===== config.mk =====
export PLATFORM = sky130hd
export DESIGN_NAME = run_controller
export DESIGN_NICKNAME = d
export VERILOG_FILES = /design/src/rtl/run_controller.sv
export SDC_FILE = /design/constraint.sdc
export NUM_CORES = 1
export LEC_CHECK = 0
export ABC_AREA = 0
export ABC_CLOCK_PERIOD_IN_PS = 4900
export BUFFER_PORTS_ARGS = -buffer_cell sky130_fd_sc_hd__buf_2
export CORE_MARGIN = 2
export CORE_UTILIZATION = 40
export DETAILED_ROUTE_END_ITERATION = 8
export PLACE_DENSITY = 0.76
export SKIP_LAST_GASP = 1
export SYNTH_ARGS = -nofsm -noshare
export SYNTH_HDL_FRONTEND = slang
export SYNTH_SLANG_ARGS = --single-unit

===== constraint.sdc =====
create_clock -name CLK -period 4.9 [get_ports CLK]
set_input_delay 0.49 -clock CLK [delete_from_list [all_inputs] [get_ports CLK]]
set_output_delay 0.49 -clock CLK [all_outputs]
set_load 0.02 [all_outputs]

===== src/rtl/run_controller.sv =====
// run_controller: run-control sequencer for the 8-bit core plus the DataRAM port arbiter.
// It holds the fetch unit at the program start address, launches on host Go, counts RUN
// cycles, and stops on Halt or after MAX_CYCLES. The host owns the DataRAM port while the
// core is stopped, and the core owns it while the core runs.
//
// Host handshake: Host_Req is a level request, and Host_Gnt is its completion strobe.
// An access is performed in exactly the cycle where Host_Req && Host_Gnt hold.
// A write commits at that cycle's posedge. Read data on Host_RData is valid only
// while Host_Gnt is high. When Host_Gnt is low, the host must hold its request
// unchanged and no write takes place. This is the case in LAUNCH, in RUN and during reset.
module run_controller #(
  parameter int          ADDR_W     = 8,
  parameter int          DATA_W     = 8,
  parameter int          CNT_W      = 16,
  parameter int unsigned MAX_CYCLES = 32'h0000_FFFF
) (
  input  logic              CLK,
  input  logic              Reset_n,
  input  logic              Go,
  input  logic [ADDR_W-1:0] Prog_Addr,
  input  logic              Halt,
  output logic              Start,
  output logic [ADDR_W-1:0] Start_Addr,
  output logic              Running,
  output logic              Done,
  output logic              Timeout,
  output logic [CNT_W-1:0]  InstrCount,
  output logic [1:0]        State_Dbg,
  input  logic              Host_Req,
  input  logic              Host_WE,
  input  logic [ADDR_W-1:0] Host_Addr,
  input  logic [DATA_W-1:0] Host_WData,
  output logic              Host_Gnt,
  output logic [DATA_W-1:0] Host_RData,
  input  logic              Core_MemRead,
  input  logic              Core_MemWrite,
  input  logic [ADDR_W-1:0] Core_Addr,
  input  logic [DATA_W-1:0] Core_WData,
  output logic [DATA_W-1:0] Core_RData,
  output logic              Mem_RE,
  output logic              Mem_WE,
  output logic [ADDR_W-1:0] Mem_Addr,
  output logic [DATA_W-1:0] Mem_WData,
  input  logic [DATA_W-1:0] Mem_RData
);

  typedef enum logic [1:0] {
    ST_IDLE   = 2'd0,
    ST_LAUNCH = 2'd1,
    ST_RUN    = 2'd2,
    ST_DONE   = 2'd3
  } state_e;

  localparam logic [CNT_W-1:0] CNT_MAX      = CNT_W'(MAX_CYCLES);
  localparam logic [CNT_W-1:0] CNT_LAST_RUN = CNT_W'(MAX_CYCLES - 1);

  state_e              state_q, state_d;
  logic [ADDR_W-1:0]   start_addr_q, start_addr_d;
  logic [CNT_W-1:0]    count_q, count_d;
  logic                timeout_q, timeout_d;
  logic                host_gnt;

  // State and run bookkeeping registers, synchronous active-low reset.
  always_ff @(posedge CLK) begin
    if (!Reset_n) begin
      state_q      <= ST_IDLE;
      start_addr_q <= '0;
      count_q      <= '0;
      timeout_q    <= 1'b0;
    end else begin
      state_q      <= state_d;
      start_addr_q <= start_addr_d;
      count_q      <= count_d;
      timeout_q    <= timeout_d;
    end
  end

  // Next-state logic: launch when the host is not using memory, then count RUN cycles until Halt or timeout.
  always_comb begin
    state_d      = state_q;
    start_addr_d = start_addr_q;
    count_d      = count_q;
    timeout_d    = timeout_q;
    unique case (state_q)
      ST_IDLE: begin
        if (Go && !Host_Req) state_d = ST_LAUNCH;
      end
      ST_LAUNCH: begin
        start_addr_d = Prog_Addr;
        count_d      = '0;
        timeout_d    = 1'b0;
        state_d      = ST_RUN;
      end
      ST_RUN: begin
        // Saturate rather than wrap. The timeout stop normally keeps the count from reaching this point.
        if (count_q != CNT_MAX) count_d = count_q + 1'b1;
        if (Halt) begin
          state_d = ST_DONE;
        end else if (count_q == CNT_LAST_RUN) begin
          state_d   = ST_DONE;
          timeout_d = 1'b1;
        end
      end
      ST_DONE: begin
        if (!Go) state_d = ST_IDLE;
      end
      default: state_d = ST_IDLE;
    endcase
  end

  // Status outputs decoded from the registered state.
  always_comb begin
    Start      = (state_q != ST_RUN);
    Running    = (state_q == ST_RUN);
    Done       = (state_q == ST_DONE);
    Timeout    = timeout_q && (state_q == ST_DONE);
    Start_Addr = start_addr_q;
    InstrCount = count_q;
    State_Dbg  = state_q;
  end

  // DataRAM port mux. The core owns the port only in RUN; the host is granted only in IDLE or DONE.
  always_comb begin
    host_gnt   = Reset_n && Host_Req && ((state_q == ST_IDLE) || (state_q == ST_DONE));
    Host_Gnt   = host_gnt;
    Host_RData = Mem_RData;
    Core_RData = Mem_RData;
    if (state_q == ST_RUN) begin
      Mem_RE    = Reset_n && Core_MemRead;
      Mem_WE    = Reset_n && Core_MemWrite;
      Mem_Addr  = Core_Addr;
      Mem_WData = Core_WData;
    end else begin
      Mem_RE    = host_gnt && !Host_WE;
      Mem_WE    = host_gnt && Host_WE;
      Mem_Addr  = Host_Addr;
      Mem_WData = Host_WData;
    end
  end

endmodule


# After elaboration in Yosys (flattened, before gate mapping)
# Cells that the tools add are included.
[classes] addsub=1 eq_ne=12 mux=14 reduce_logical=16
[ops] cell="$pmux 16 s2" n=1
[ops] cell="$add 16x1->16 const B" n=1
[ops] cell="$eq 16x16->1 const B" n=1
[ops] cell="$mux 16" n=1
[ops] cell="$mux 8" n=2
[ops] cell="$ne 16x16->1 const B" n=1
[ops] cell="$logic_and 1x1->1" n=8
[ops] cell="$mux 2" n=4
[ops] cell="$ne 2x2->1 const B" n=4
[ops] cell="$pmux 2 s4" n=1
[ops] cell="$reduce_and 3->1" n=2
[ops] cell="$eq 2x2->1 const B" n=2
[ops] cell="$mux 1" n=4
[ops] cell="$ne 2x1->1 const B" n=2
[ops] cell="$ne 3x2->1 const B" n=1
[ops] cell="$eq 2x1->1 const B" n=1
[ops] cell="$logic_not 1->1" n=2
[ops] cell="$logic_not 2->1" n=1
[ops] cell="$pmux 1 s2" n=1
[ops] cell="$reduce_and 2->1" n=1
[ops] cell="$reduce_bool 2->1" n=1
[ops] cell="$logic_or 1x1->1" n=1
[word_totals] reg_bits=27 in_bits=56 word_cells=47

# Depth between registers and ports, before layout
[logic_depth] ltp_word=5 ltp_mapped=9 mapped_depth_nobuf=6

# Worst setup path before layout
# OpenSTA, ideal clock, no wires.
[synth_timing] path_type="register to output" from="reg state_q[0] (netlist: State_Dbg[0])" to="out Mem_Addr[0]" arrival_time_ps=1809 required_time_ps=4410 path_slack_ps=2601 stages_incl_launch_ff=6 n_path_buf=2 path_cell_list="dfxtp_1 > inv_1 > ha_1 > buf_2 > clkbuf_1 > mux2_2"
[synth_between] elab_chain_cells=2
[synth_rtl] element="start: declaration" line_no="57" rtl="state_e state_q, state_d;"
[synth_rtl] element="start signal: assignment" line_no="71" rtl="state_q <= state_d;"
[synth_rtl] element="$eq 2x2->1"
[synth_rtl] element="via Running" line_no="24" rtl="output logic Running,"
[synth_rtl] element="$mux 8" line_no="128" rtl="if (state_q == ST_RUN) begin"
[synth_rtl] element="end: declaration" line_no="42" rtl="output logic [ADDR_W-1:0] Mem_Addr,"
# The timed path passes the listed nets, and every way through them passes these cells.

# Final worst setup path
[layout_timing] from="reg state_q[0] (netlist: State_Dbg[0])" to="out Mem_WData[0]"
[layout_between] elab_chain_cells=2
[layout_rtl] element="$eq 2x2->1" line_no="128"
[layout_rtl] element="$mux 8" line_no="128"
[layout_rtl] element="end: declaration" line_no="43" rtl="output logic [DATA_W-1:0] Mem_WData,"
# No other way between the ends.

==> impl_metrics.env <==
export IMPL_async_flop_share_pct=0
export IMPL_start_kind="flop"
export IMPL_n_antenna_cell=0
export IMPL_hpwl_um=3780
export IMPL_yosys_warnings=0
export IMPL_final_cells=338
export IMPL_dieArea_sq_um=5370
export IMPL_critPathCaptureType="output port"
export IMPL_clock_sinks=27
export IMPL_netSwitchingPower_uw=375
export IMPL_clock_path_buffers=2
export IMPL_worstPathCellList="inv_1 -> ha_1 -> buf_4 -> mux2_2 -> buf_2"
export IMPL_final_antenna_net_count=0
export IMPL_hold_path_class="in -> reg"
export IMPL_synthFlopType="dfxtp_1"
export IMPL_synth_edf_count=0
export IMPL_portBuffers=96
export IMPL_synth_top_cell_by_area="dfxtp_1"
export IMPL_slew_headroom_pct=21.4
export IMPL_drt_pass1_iterations=4
export IMPL_holdBufCountCts=0
export IMPL_cts_tree="done"
export IMPL_wl_um=4840
export IMPL_antenna_found_initial=0
export IMPL_design_area_sq_um=2340
export IMPL_grt_pass1_vias=1636
export IMPL_place_congestion=0.940
export IMPL_ir_worst_vdd_mv=0.172
export IMPL_ys_seq_elements=27
export IMPL_intPower_uw=489
export IMPL_start_util_pct=41.2
export IMPL_track_usage_pct=17.4
export IMPL_power_density_nw_per_um2=368
export IMPL_route_detailed_drc=0
export IMPL_clkPwrFrac_pct=14.9
export IMPL_grt_overflow=0
export IMPL_nNetsFinal=348
export IMPL_syn_area_sq_um=1920
export IMPL_syn_area_per_cell_sq_um=9.14
export IMPL_criticalPathCategory="reg -> out"
export IMPL_worst_clock_skew_ns=0.00395
export IMPL_chipHeight_um=73.3
export IMPL_rows=25
export IMPL_seq_power_share_pct=31.1
export IMPL_maxSlewViolCount=0
export IMPL_syn_to_final_growth_pct=22.2
export IMPL_synth_area_leaders="dfxtp_1, mux2_2, mux2i_1"
export IMPL_crit_required_ns=4.41
export IMPL_yosysSeqAreaShare_pct=28.2
export IMPL_synth_top_cell_area_share_pct=28.2
export IMPL_tightest_slew_ns=1.17
export IMPL_routedWlPerCell_um=14.3
export IMPL_ctsResizeCount=0
export IMPL_finalSetupTns_ns=0
export IMPL_syn_inst=210
export IMPL_cts_buffers=3
export IMPL_cellLeakagePower_uw=0.00108
export IMPL_postCtsSetupRepairBufs=0
export IMPL_max_stage_delay_ns=0.38
export IMPL_layout_drive_gt1_share_pct=45.1
export IMPL_path_max_fanout=20
export IMPL_final_util_pct=50.3
export IMPL_ctsHtreeMaxLevel=1
export IMPL_ioPinCount=121
export IMPL_slowest_stage="mux2_2"
export IMPL_synth_top_cells_by_count="dfxtp_1, buf_4, mux2_2, mux2i_1, nand2_1"
export IMPL_drt_iter0_markers=95
export IMPL_grt_max_degree=24
export IMPL_place_inst=334
export IMPL_vias_per_cell=5.41
export IMPL_fmax_ghz=0.400
export IMPL_period_share_pct=51.0
export IMPL_clk_latency_ns=0.27
export IMPL_grt_pass1_wl_um=7380
export IMPL_status="completed"
export IMPL_cp_arrival_ns=2.01
export IMPL_synth_most_common_cell="dfxtp_1"
export IMPL_p_sw_share_pct=43.4
export IMPL_synth_cell_types=48
export IMPL_fin_crit_ns=2.50
export IMPL_combPwrFrac_pct=54.0
export IMPL_whs_ns=0.482
export IMPL_dpl_cell_area_sq_um=2300
export IMPL_rsz0062_at_grt="no"
export IMPL_cts_clk_slew_worst_paths_ns=0.09
export IMPL_core_sq_um=4660
export IMPL_finalHoldViolations=0
export IMPL_via_count=1830
export IMPL_finalSetupViolCount=0
export IMPL_cap_violations=0
export IMPL_die_w_um=73.3
export IMPL_synth_nets=273
export IMPL_clock_root_buffer="clkbuf_8"
power by group through the flow:
stage                     combinational (uW)  clock [uW]  sequential [uW]
after detailed placement                 465           0              273
after CTS                                466         130              269
after global routing                     506         139              273
after global placement                   456           0              271
final                                    467         129              269
after floorplan                          333           0              304
sequential cells by signal, indices dropped and copies added, names as in the netlist:
register,flops
InstrCount,16
Start_Addr,8
State_Dbg,2
timeout_q,1
worst max-delay path: cells and delay by family (launching register included):
kind | cells | cell delay (ns)
buf+inv | 3 | 0.62
mux | 1 | 0.38
fa+ha+maj | 1 | 0.37
flops | 1 | 0.36
placed cells by master, fill, tap and decap left out, types with 2 or more instances in the layout:
| cell type | n |
|---|---|
| nor2b_1 | 8 |
| nand3b_1 | 2 |
| mux2i_1 | 17 |
| and3_1 | 3 |
| buf_2 | 96 |
| inv_1 | 9 |
| o21ai_0 | 3 |
| a32o_1 | 3 |
| nand2_1 | 15 |
| mux2_2 | 17 |
| nor3_1 | 3 |
| clkbuf_8 | 3 |
| dfxtp_1 | 27 |
| nand2b_1 | 8 |
| o311ai_0 | 2 |
| o2111ai_1 | 2 |
| nor2_1 | 4 |
| ha_1 | 7 |
| or3_1 | 2 |
| a21oi_1 | 2 |
| a31oi_1 | 2 |
| nand4_4 | 2 |
| nor3b_1 | 2 |
| and2_1 | 3 |
| nand4_1 | 5 |
| o311a_1 | 2 |
| nand3_1 | 9 |
| nor4_1 | 4 |
| nor4_2 | 2 |
logic make-up (layout without fill, tap and decap cells):
| family | count (synthesis) | after routing | share of synthesized area, % |
|---|---|---|---|
| adders and majority gates | 7 | 7 | 4.56 |
| and+or+nand+nor | 80 | 80 | 26.4 |
| DFF | 27 | 27 | 28.2 |
| muxes | 34 | 34 | 18.8 |
| buffers and inverters | 37 | 111 | 11.1 |
| AOI/OAI and AO/OA | 25 | 25 | 11.0 |
through the flow:
stage	setup WS [ns]	total power [uW]
final	2.40	864
after global routing	2.30	918
after CTS	2.41	865
after detailed placement	2.67	739
after global placement	2.67	727
after floorplan	2.60	636
per-layer routing:
layer  up-vias  track usage [%]  share of wire [%]
met5         -                0                  0
met3         8             3.29                8.9
li1        902                -                  -
met1       816             20.6                 40
met2       104             30.3                 50
met4         0             7.61                1.7
cell type report:
cell class	instances	area (sq um)
Fill cell	436	2320
Multi-Input combinational cell	146	1170
Sequential cell	27	541
Timing Repair Buffer	97	488
Tap cell	54	67.6
Clock buffer	4	45.0
Inverter	10	37.5
final timing paths:
path | to | from | slack (ns) | depth (start not counted)
max | Mem_WData[0] | State_Dbg[0] | 2.40 | 5
min | Start_Addr[6] | Prog_Addr[6] | 0.48 | 3
max reg2reg | InstrCount[2] | InstrCount[1] | 2.49 | 5
min reg2reg | Start_Addr[3] | Start_Addr[3] | 0.53 | 2
Note: power is estimated with default switching activity, not from simulation.
